==> config.mk <==
export PLATFORM = sky130hd
export DESIGN_NAME = write_dac
export DESIGN_NICKNAME = d
export VERILOG_FILES = /design/src/rtl/write_dac_pkg.sv /design/src/rtl/write_dac.sv
export SDC_FILE = /design/constraint.sdc
export NUM_CORES = 1
export LEC_CHECK = 0
export ABC_AREA = 1
export BUFFER_PORTS_ARGS = -buffer_cell sky130_fd_sc_hd__buf_2
export CAP_MARGIN = 30
export CORE_ASPECT_RATIO = 0.7
export CORE_MARGIN = 8
export CORE_UTILIZATION = 55
export DETAILED_ROUTE_END_ITERATION = 7
export GPL_ROUTABILITY_DRIVEN = 0
export PLACE_DENSITY = 0.93
export SYNTH_ARGS = -nofsm -noshare
export SYNTH_HDL_FRONTEND = slang
export SYNTH_SLANG_ARGS = --single-unit
==> constraint.sdc <==
create_clock -name sys_clk -period 3.2 [get_ports sys_clk]
set_input_delay 0.32 -clock sys_clk [delete_from_list [all_inputs] [get_ports sys_clk]]
set_output_delay 0.32 -clock sys_clk [all_outputs]
set_load 0.05 [all_outputs]
==> src/rtl/write_dac_pkg.sv <==
// Shared definitions for the DAC write path.
// Holds the state encoding, bus width and default timing constants so the
// write block and the ADC-side read block agree on the J-port bus width.
package write_dac_pkg;

  localparam int DAC_WIDTH = 8;

  // Default strobe timing, in sys_clk cycles.
  localparam int unsigned DEF_SETUP_CYCLES = 2;
  localparam int unsigned DEF_PULSE_CYCLES = 3;
  localparam int unsigned DEF_HOLD_CYCLES  = 1;

  typedef enum logic [1:0] {
    ST_IDLE   = 2'd0,
    ST_SETUP  = 2'd1,
    ST_STROBE = 2'd2,
    ST_HOLD   = 2'd3
  } state_e;

endpackage

==> src/rtl/write_dac.sv <==
// Parallel DAC writer.
// Accepts one 8-bit sample per valid/ready handshake and drives it onto the
// J-port DAC bus with a cs_n / wr_n strobe whose setup, pulse and hold widths
// are set by parameters. The bus keeps the last written value between writes.
//
// Ports:
//   sys_clk      in   system clock, rising edge
//   reset        in   asynchronous active-low reset
//   Value        in   sample to write, captured on handshake
//   value_valid  in   Value is valid
//   value_ready  out  block can accept a sample (registered)
//   JPorts_out   out  DAC data bus
//   dac_cs_n     out  DAC chip select, active low
//   dac_wr_n     out  DAC write strobe, active low (DAC latches on rise)
//   busy         out  transaction in progress, inverse of value_ready
//   dbg_state    out  current FSM state, for observation only
//
// Handshake: a sample transfers on a rising edge where value_valid and
// value_ready are both high. value_valid while value_ready is low is ignored
// and nothing is queued.
module write_dac
  import write_dac_pkg::*;
#(
  parameter int unsigned SETUP_CYCLES = DEF_SETUP_CYCLES,
  parameter int unsigned PULSE_CYCLES = DEF_PULSE_CYCLES,
  parameter int unsigned HOLD_CYCLES  = DEF_HOLD_CYCLES,
  parameter bit          SKIP_SAME    = 1'b0
) (
  input  logic                 sys_clk,
  input  logic                 reset,
  input  logic [DAC_WIDTH-1:0] Value,
  input  logic                 value_valid,
  output logic                 value_ready,
  output logic [DAC_WIDTH-1:0] JPorts_out,
  output logic                 dac_cs_n,
  output logic                 dac_wr_n,
  output logic                 busy,
  output logic [1:0]           dbg_state
);

  if (SETUP_CYCLES < 1 || SETUP_CYCLES > 255) begin : g_bad_setup
    $error("write_dac: SETUP_CYCLES must be in 1..255");
  end
  if (PULSE_CYCLES < 1 || PULSE_CYCLES > 255) begin : g_bad_pulse
    $error("write_dac: PULSE_CYCLES must be in 1..255");
  end
  if (HOLD_CYCLES < 1 || HOLD_CYCLES > 255) begin : g_bad_hold
    $error("write_dac: HOLD_CYCLES must be in 1..255");
  end

  // The counter is loaded with N-1 on state entry and the state is left
  // when it reads zero, so each phase lasts exactly N cycles.
  localparam logic [7:0] SETUP_LOAD = 8'(SETUP_CYCLES - 1);
  localparam logic [7:0] PULSE_LOAD = 8'(PULSE_CYCLES - 1);
  localparam logic [7:0] HOLD_LOAD  = 8'(HOLD_CYCLES - 1);

  state_e               state_q;
  logic [7:0]           cnt_q;
  logic [DAC_WIDTH-1:0] data_q;
  logic [DAC_WIDTH-1:0] last_q;
  logic                 cs_n_q;
  logic                 wr_n_q;
  logic                 ready_q;
  logic                 busy_q;

  logic accept;
  logic skip;

  assign accept = value_valid && ready_q;
  assign skip   = SKIP_SAME && (Value == last_q);

  always_ff @(posedge sys_clk or negedge reset) begin
    if (!reset) begin
      state_q <= ST_IDLE;
      cnt_q   <= '0;
      data_q  <= '0;
      last_q  <= '0;
      cs_n_q  <= 1'b1;
      wr_n_q  <= 1'b1;
      ready_q <= 1'b1;
      busy_q  <= 1'b0;
    end else begin
      case (state_q)
        ST_IDLE: begin
          if (accept) begin
            data_q <= Value;
            // A skipped write completes in the handshake itself: no bus
            // cycle, ready stays high.
            if (!skip) begin
              last_q  <= Value;
              state_q <= ST_SETUP;
              cnt_q   <= SETUP_LOAD;
              cs_n_q  <= 1'b0;
              ready_q <= 1'b0;
              busy_q  <= 1'b1;
            end
          end
        end
        ST_SETUP: begin
          if (cnt_q == 8'd0) begin
            state_q <= ST_STROBE;
            cnt_q   <= PULSE_LOAD;
            wr_n_q  <= 1'b0;
          end else begin
            cnt_q <= cnt_q - 8'd1;
          end
        end
        ST_STROBE: begin
          if (cnt_q == 8'd0) begin
            state_q <= ST_HOLD;
            cnt_q   <= HOLD_LOAD;
            wr_n_q  <= 1'b1;
          end else begin
            cnt_q <= cnt_q - 8'd1;
          end
        end
        ST_HOLD: begin
          if (cnt_q == 8'd0) begin
            state_q <= ST_IDLE;
            cnt_q   <= '0;
            cs_n_q  <= 1'b1;
            ready_q <= 1'b1;
            busy_q  <= 1'b0;
          end else begin
            cnt_q <= cnt_q - 8'd1;
          end
        end
        default: begin
          state_q <= ST_IDLE;
        end
      endcase
    end
  end

  assign value_ready = ready_q;
  assign JPorts_out  = data_q;
  assign dac_cs_n    = cs_n_q;
  assign dac_wr_n    = wr_n_q;
  assign busy        = busy_q;
  assign dbg_state   = state_q;

endmodule

==> reports/metrics.yaml <==
power:
  netSwitchingPower_w: 0.0000915
  ir_drop_uv: 250
  power_report.internal_total_w: 0.000317
  total_power_w: 0.000409
  swShare: 0.224
  power.density_cell_area_nw_per_um2: 309
  share_seq_of_total_power: 0.649
  comb_power_share: 0.031
  pwr-share-clk: 0.320
  leakagePower_nw: 0.687
yosys:
  synth_sequential_area_ratio: 0.461
  synthCells: 117
  largest_family_of_logic_cells_by_synthesized_area: "simple AND/OR/NAND/NOR gates"
  synth_xor_area_frac: 0.0306
  synth_fa_ha_area_frac: 0.0546
  yosys.cell_types.count: 25
  synth.top_cells.by_area: "sky130_fd_sc_hd__dfrtp_1 (42%), sky130_fd_sc_hd__mux2_2 (7.9%), sky130_fd_sc_hd__nand2_1 (7.2%), sky130_fd_sc_hd__ha_1 (5.5%), sky130_fd_sc_hd__dfstp_2 (4.6%)"
  number_of_enable_flip_flop_cells_after_synthesis: 0
  syn_nets: 133
  synth-simple-area-share: 0.264
  yosysMostFrequentCell: "sky130_fd_sc_hd__nand2_1"
  number_of_synthesized_register_bits: 21
  synth_top_area_frac: 0.415
  synthTopCellsByCount: "sky130_fd_sc_hd__nand2_1 (22), sky130_fd_sc_hd__dfrtp_1 (19), sky130_fd_sc_hd__inv_1 (12)"
  synth-compound-area-share: 0.0546
  synth.mux.area_fraction: 0.0787
  synth-main-ff-cell: "sky130_fd_sc_hd__dfrtp_1"
  synth_area_um2: 1140
  synth_top_cell_by_area: "sky130_fd_sc_hd__dfrtp_1"
  asr_flop_ratio_synth: 1.00
  synth_warnings: 0
  synthesis.area_per_instance_um2: 9.79
timing:
  fin_crit_sh: 0.487
  rsz_0062_raised_after_global_routing: "false"
  finalSetupViolations: 0
  fmax_ghz: 0.642
  final_hold_viol_count: 0
  finalMaxSlewViolations: 0
  postLayoutSetupSlackWorst_ns: 1.64
  worst-slew-pin-transition_ns: 0.463
  max_slew_margin: 0.691
  final.setup.tns_ns: 0
  final_worst_path_period_need_ns: 1.56
  worst_clock_skew_ns: 0.00189
route:
  post_drt_via_cell_ratio: 5.23
  drt_iter0_drc: 17
  dr_total_vias: 874
  detail_route.wl_per_cell_um: 14.6
  drt.antenna.violating_nets: 0
  sum_of_routed_wire_length_over_all_layers_mm: 2.45
  route.detailed.drc: 0
  drtPass1Iterations: 4
worst_setup_path:
  timing.critical_path.required_ns: 3.42
  setup.worst_path.end_class: "register"
  cp.arrival_ns: 1.78
  start_kind: "register"
  timing.critical_path.fanout_max: 5
  timing_worst_setup_path_type: "register to register"
grt:
  number_of_antenna_violations_at_the_first_check_in_global_routing: 0
  grt_usage: 0.138
  grt_start_max_net_pins: 22
  globalRoute.totalOverflow: 0
  via_count_of_the_first_global_routing_pass: 898
  wire_length_of_the_first_global_routing_pass_mm: 4.20
placed_design:
  hpwl_reported_at_the_end_of_detailed_placement_mm: 1.88
  io_buffer_count: 24
  pre_cts_ws_ns: 1.68
die:
  row_count: 13
  dieWidth_um: 70.5
  i_o_pins: 25
  fp.coreArea_um2: 1900
  area_of_the_die_um2: 3820
  effective_utilization_at_floorplan: 0.602
  die_height_um: 54.2
clock_tree:
  clock_latency_ns: 0.31
  worst_setup_hold_path_clk_slew_ns: 0.12
  cts.sink_count: 21
  cts_tree: "built"
  cts.root.buffer_cell: "sky130_fd_sc_hd__clkbuf_4"
  post-cts-setup-buffer-count: 0
  cts_resized: 0
  h-tree-depth: 1
  cts.path.max_buffers: 2
  cts_inserted_buffers: 3
finish:
  nFillCells: 154
  synthToLayoutAreaGrowth_pct: 15.5
  multiInputGateArea_um2: 553
  fin_util: 0.695
  final_layout_size_suffix_gt1_frac: 0.414
  register_area_um2: 528
  antenna_cells: 0
  final_net_count: 162
run_status:
  status: "complete, no violations"
worst_hold_path:
  hold_path_class: "input port to register"
job:
  drv_cap: 0
==> through the flow <==
| step | area, µm² | std cells | hold WS [ns] |
|---|---|---|---|
| 6_report | 1320 | 167 | 0.230 |
| 5_1_grt | 1320 | 167 | 0.216 |
| 4_1_cts | 1320 | 167 | 0.219 |
| 3_5_place_dp | 1280 | 162 | 0.299 |
| 3_3_place_gp | 1280 | 162 | 0.293 |
| 2_1_floorplan | 1140 | 117 | 0.0244 |
==> power groups by stage <==
| stage | sequential (W) | combinational (W) | clock (W) |
|---|---|---|---|
| 3_3_place_gp | 0.000270 | 0.0000113 | 0 |
| 6_report | 0.000265 | 0.0000126 | 0.000131 |
| 2_1_floorplan | 0.000270 | 0.000000112 | 0 |
| 5_1_grt | 0.000266 | 0.0000146 | 0.000145 |
| 3_5_place_dp | 0.000270 | 0.0000118 | 0 |
| 4_1_cts | 0.000265 | 0.0000129 | 0.000135 |
==> worst paths after layout <==
path | startpoint | to | slack [ns] | cells past startpoint
max in group asynchronous | reset | value_ready | 2.33 | 2
max reg2reg | dbg_state[0] | cnt_q[0] | 1.64 | 7
min | Value[2] | JPorts_out[2] | 0.23 | 2
min in group asynchronous | reset | cnt_q[2] | 0.52 | 2
min reg2reg | busy | busy | 0.48 | 2
max | dbg_state[0] | cnt_q[0] | 1.64 | 7
==> kinds of logic after synthesis <==
family | Yosys count
muxes | 8
buffers and inverters | 16
DFF | 21
and+or+nand+nor | 54
AOI/OAI and AO/OA | 9
adders and majority gates | 5
xor gates and xnor gates | 4
==> registers in the layout, indices dropped and copies added (netlist names) <==
name,count
busy,1
dac_wr_n,1
dbg_state,2
JPorts_out,8
value_ready,1
cnt_q,8
==> metal layers <==
layer	vias to the layer above	GRT usage	share of wire
li1	426	-	-
met4	0	0.0293	0.0041
met5	-	0	0
met3	2	0.0606	0.064
met2	21	0.256	0.51
met1	425	0.148	0.42
==> final cells by class <==
class | instances | area share
flip-flops and latches | 21 | 0.399
inverters | 15 | 0.0426
repair buffers | 25 | 0.0984
clock buffers | 3 | 0.0170
well taps | 22 | 0.0208
clock inverters | 1 | 0.00378
multi-input cells | 80 | 0.418
==> critical path, stage by stage (launching register included) <==
cell	delay (ns)
sky130_fd_sc_hd__dfrtp_1	0.45
sky130_fd_sc_hd__inv_1	0.09
sky130_fd_sc_hd__ha_1	0.30
sky130_fd_sc_hd__inv_1	0.17
sky130_fd_sc_hd__o21ai_2	0.10
sky130_fd_sc_hd__nor2_4	0.17
sky130_fd_sc_hd__nand2_1	0.07
sky130_fd_sc_hd__o211ai_1	0.11
==> repair_timing <==
action / in CTS / in global routing
endpoints found under the setup margin: 0 / 0
endpoints found under the hold margin: 19 / 0
hold buffers: 1 / 0
==> layout by cell type, fill, tap and decap left out <==
| cell type | Yosys | final |
|---|---|---|
| sky130_fd_sc_hd__nor3_2 | 1 | 1 |
| sky130_fd_sc_hd__a21oi_1 | 1 | 1 |
| sky130_fd_sc_hd__clkbuf_4 | 0 | 3 |
| sky130_fd_sc_hd__o211ai_1 | 1 | 1 |
| sky130_fd_sc_hd__mux2_2 | 8 | 8 |
| sky130_fd_sc_hd__o21ai_1 | 2 | 2 |
| sky130_fd_sc_hd__inv_2 | 3 | 3 |
| sky130_fd_sc_hd__nor2_1 | 8 | 8 |
| sky130_fd_sc_hd__nor2_4 | 4 | 4 |
| sky130_fd_sc_hd__ha_1 | 5 | 5 |
| sky130_fd_sc_hd__dfstp_2 | 2 | 2 |
| sky130_fd_sc_hd__nand4_1 | 3 | 3 |
| sky130_fd_sc_hd__nand3_4 | 1 | 1 |
| sky130_fd_sc_hd__dlygate4sd3_1 | 0 | 1 |
| sky130_fd_sc_hd__xor2_1 | 4 | 4 |
| sky130_fd_sc_hd__dfrtp_1 | 19 | 19 |
| sky130_fd_sc_hd__nand3b_1 | 1 | 1 |
| sky130_fd_sc_hd__nand2_4 | 2 | 2 |
| sky130_fd_sc_hd__nor2_2 | 2 | 2 |
| sky130_fd_sc_hd__nand2_1 | 22 | 22 |
| sky130_fd_sc_hd__inv_1 | 12 | 12 |
| sky130_fd_sc_hd__clkinv_2 | 0 | 1 |
| sky130_fd_sc_hd__nand2_2 | 5 | 5 |
| sky130_fd_sc_hd__nand3_1 | 5 | 5 |
| sky130_fd_sc_hd__o21ai_2 | 3 | 3 |
| sky130_fd_sc_hd__a21oi_2 | 1 | 1 |
| sky130_fd_sc_hd__o21ai_0 | 1 | 1 |
| sky130_fd_sc_hd__buf_2 | 0 | 24 |
No activity file was read; power rests on OpenSTA's default activity.
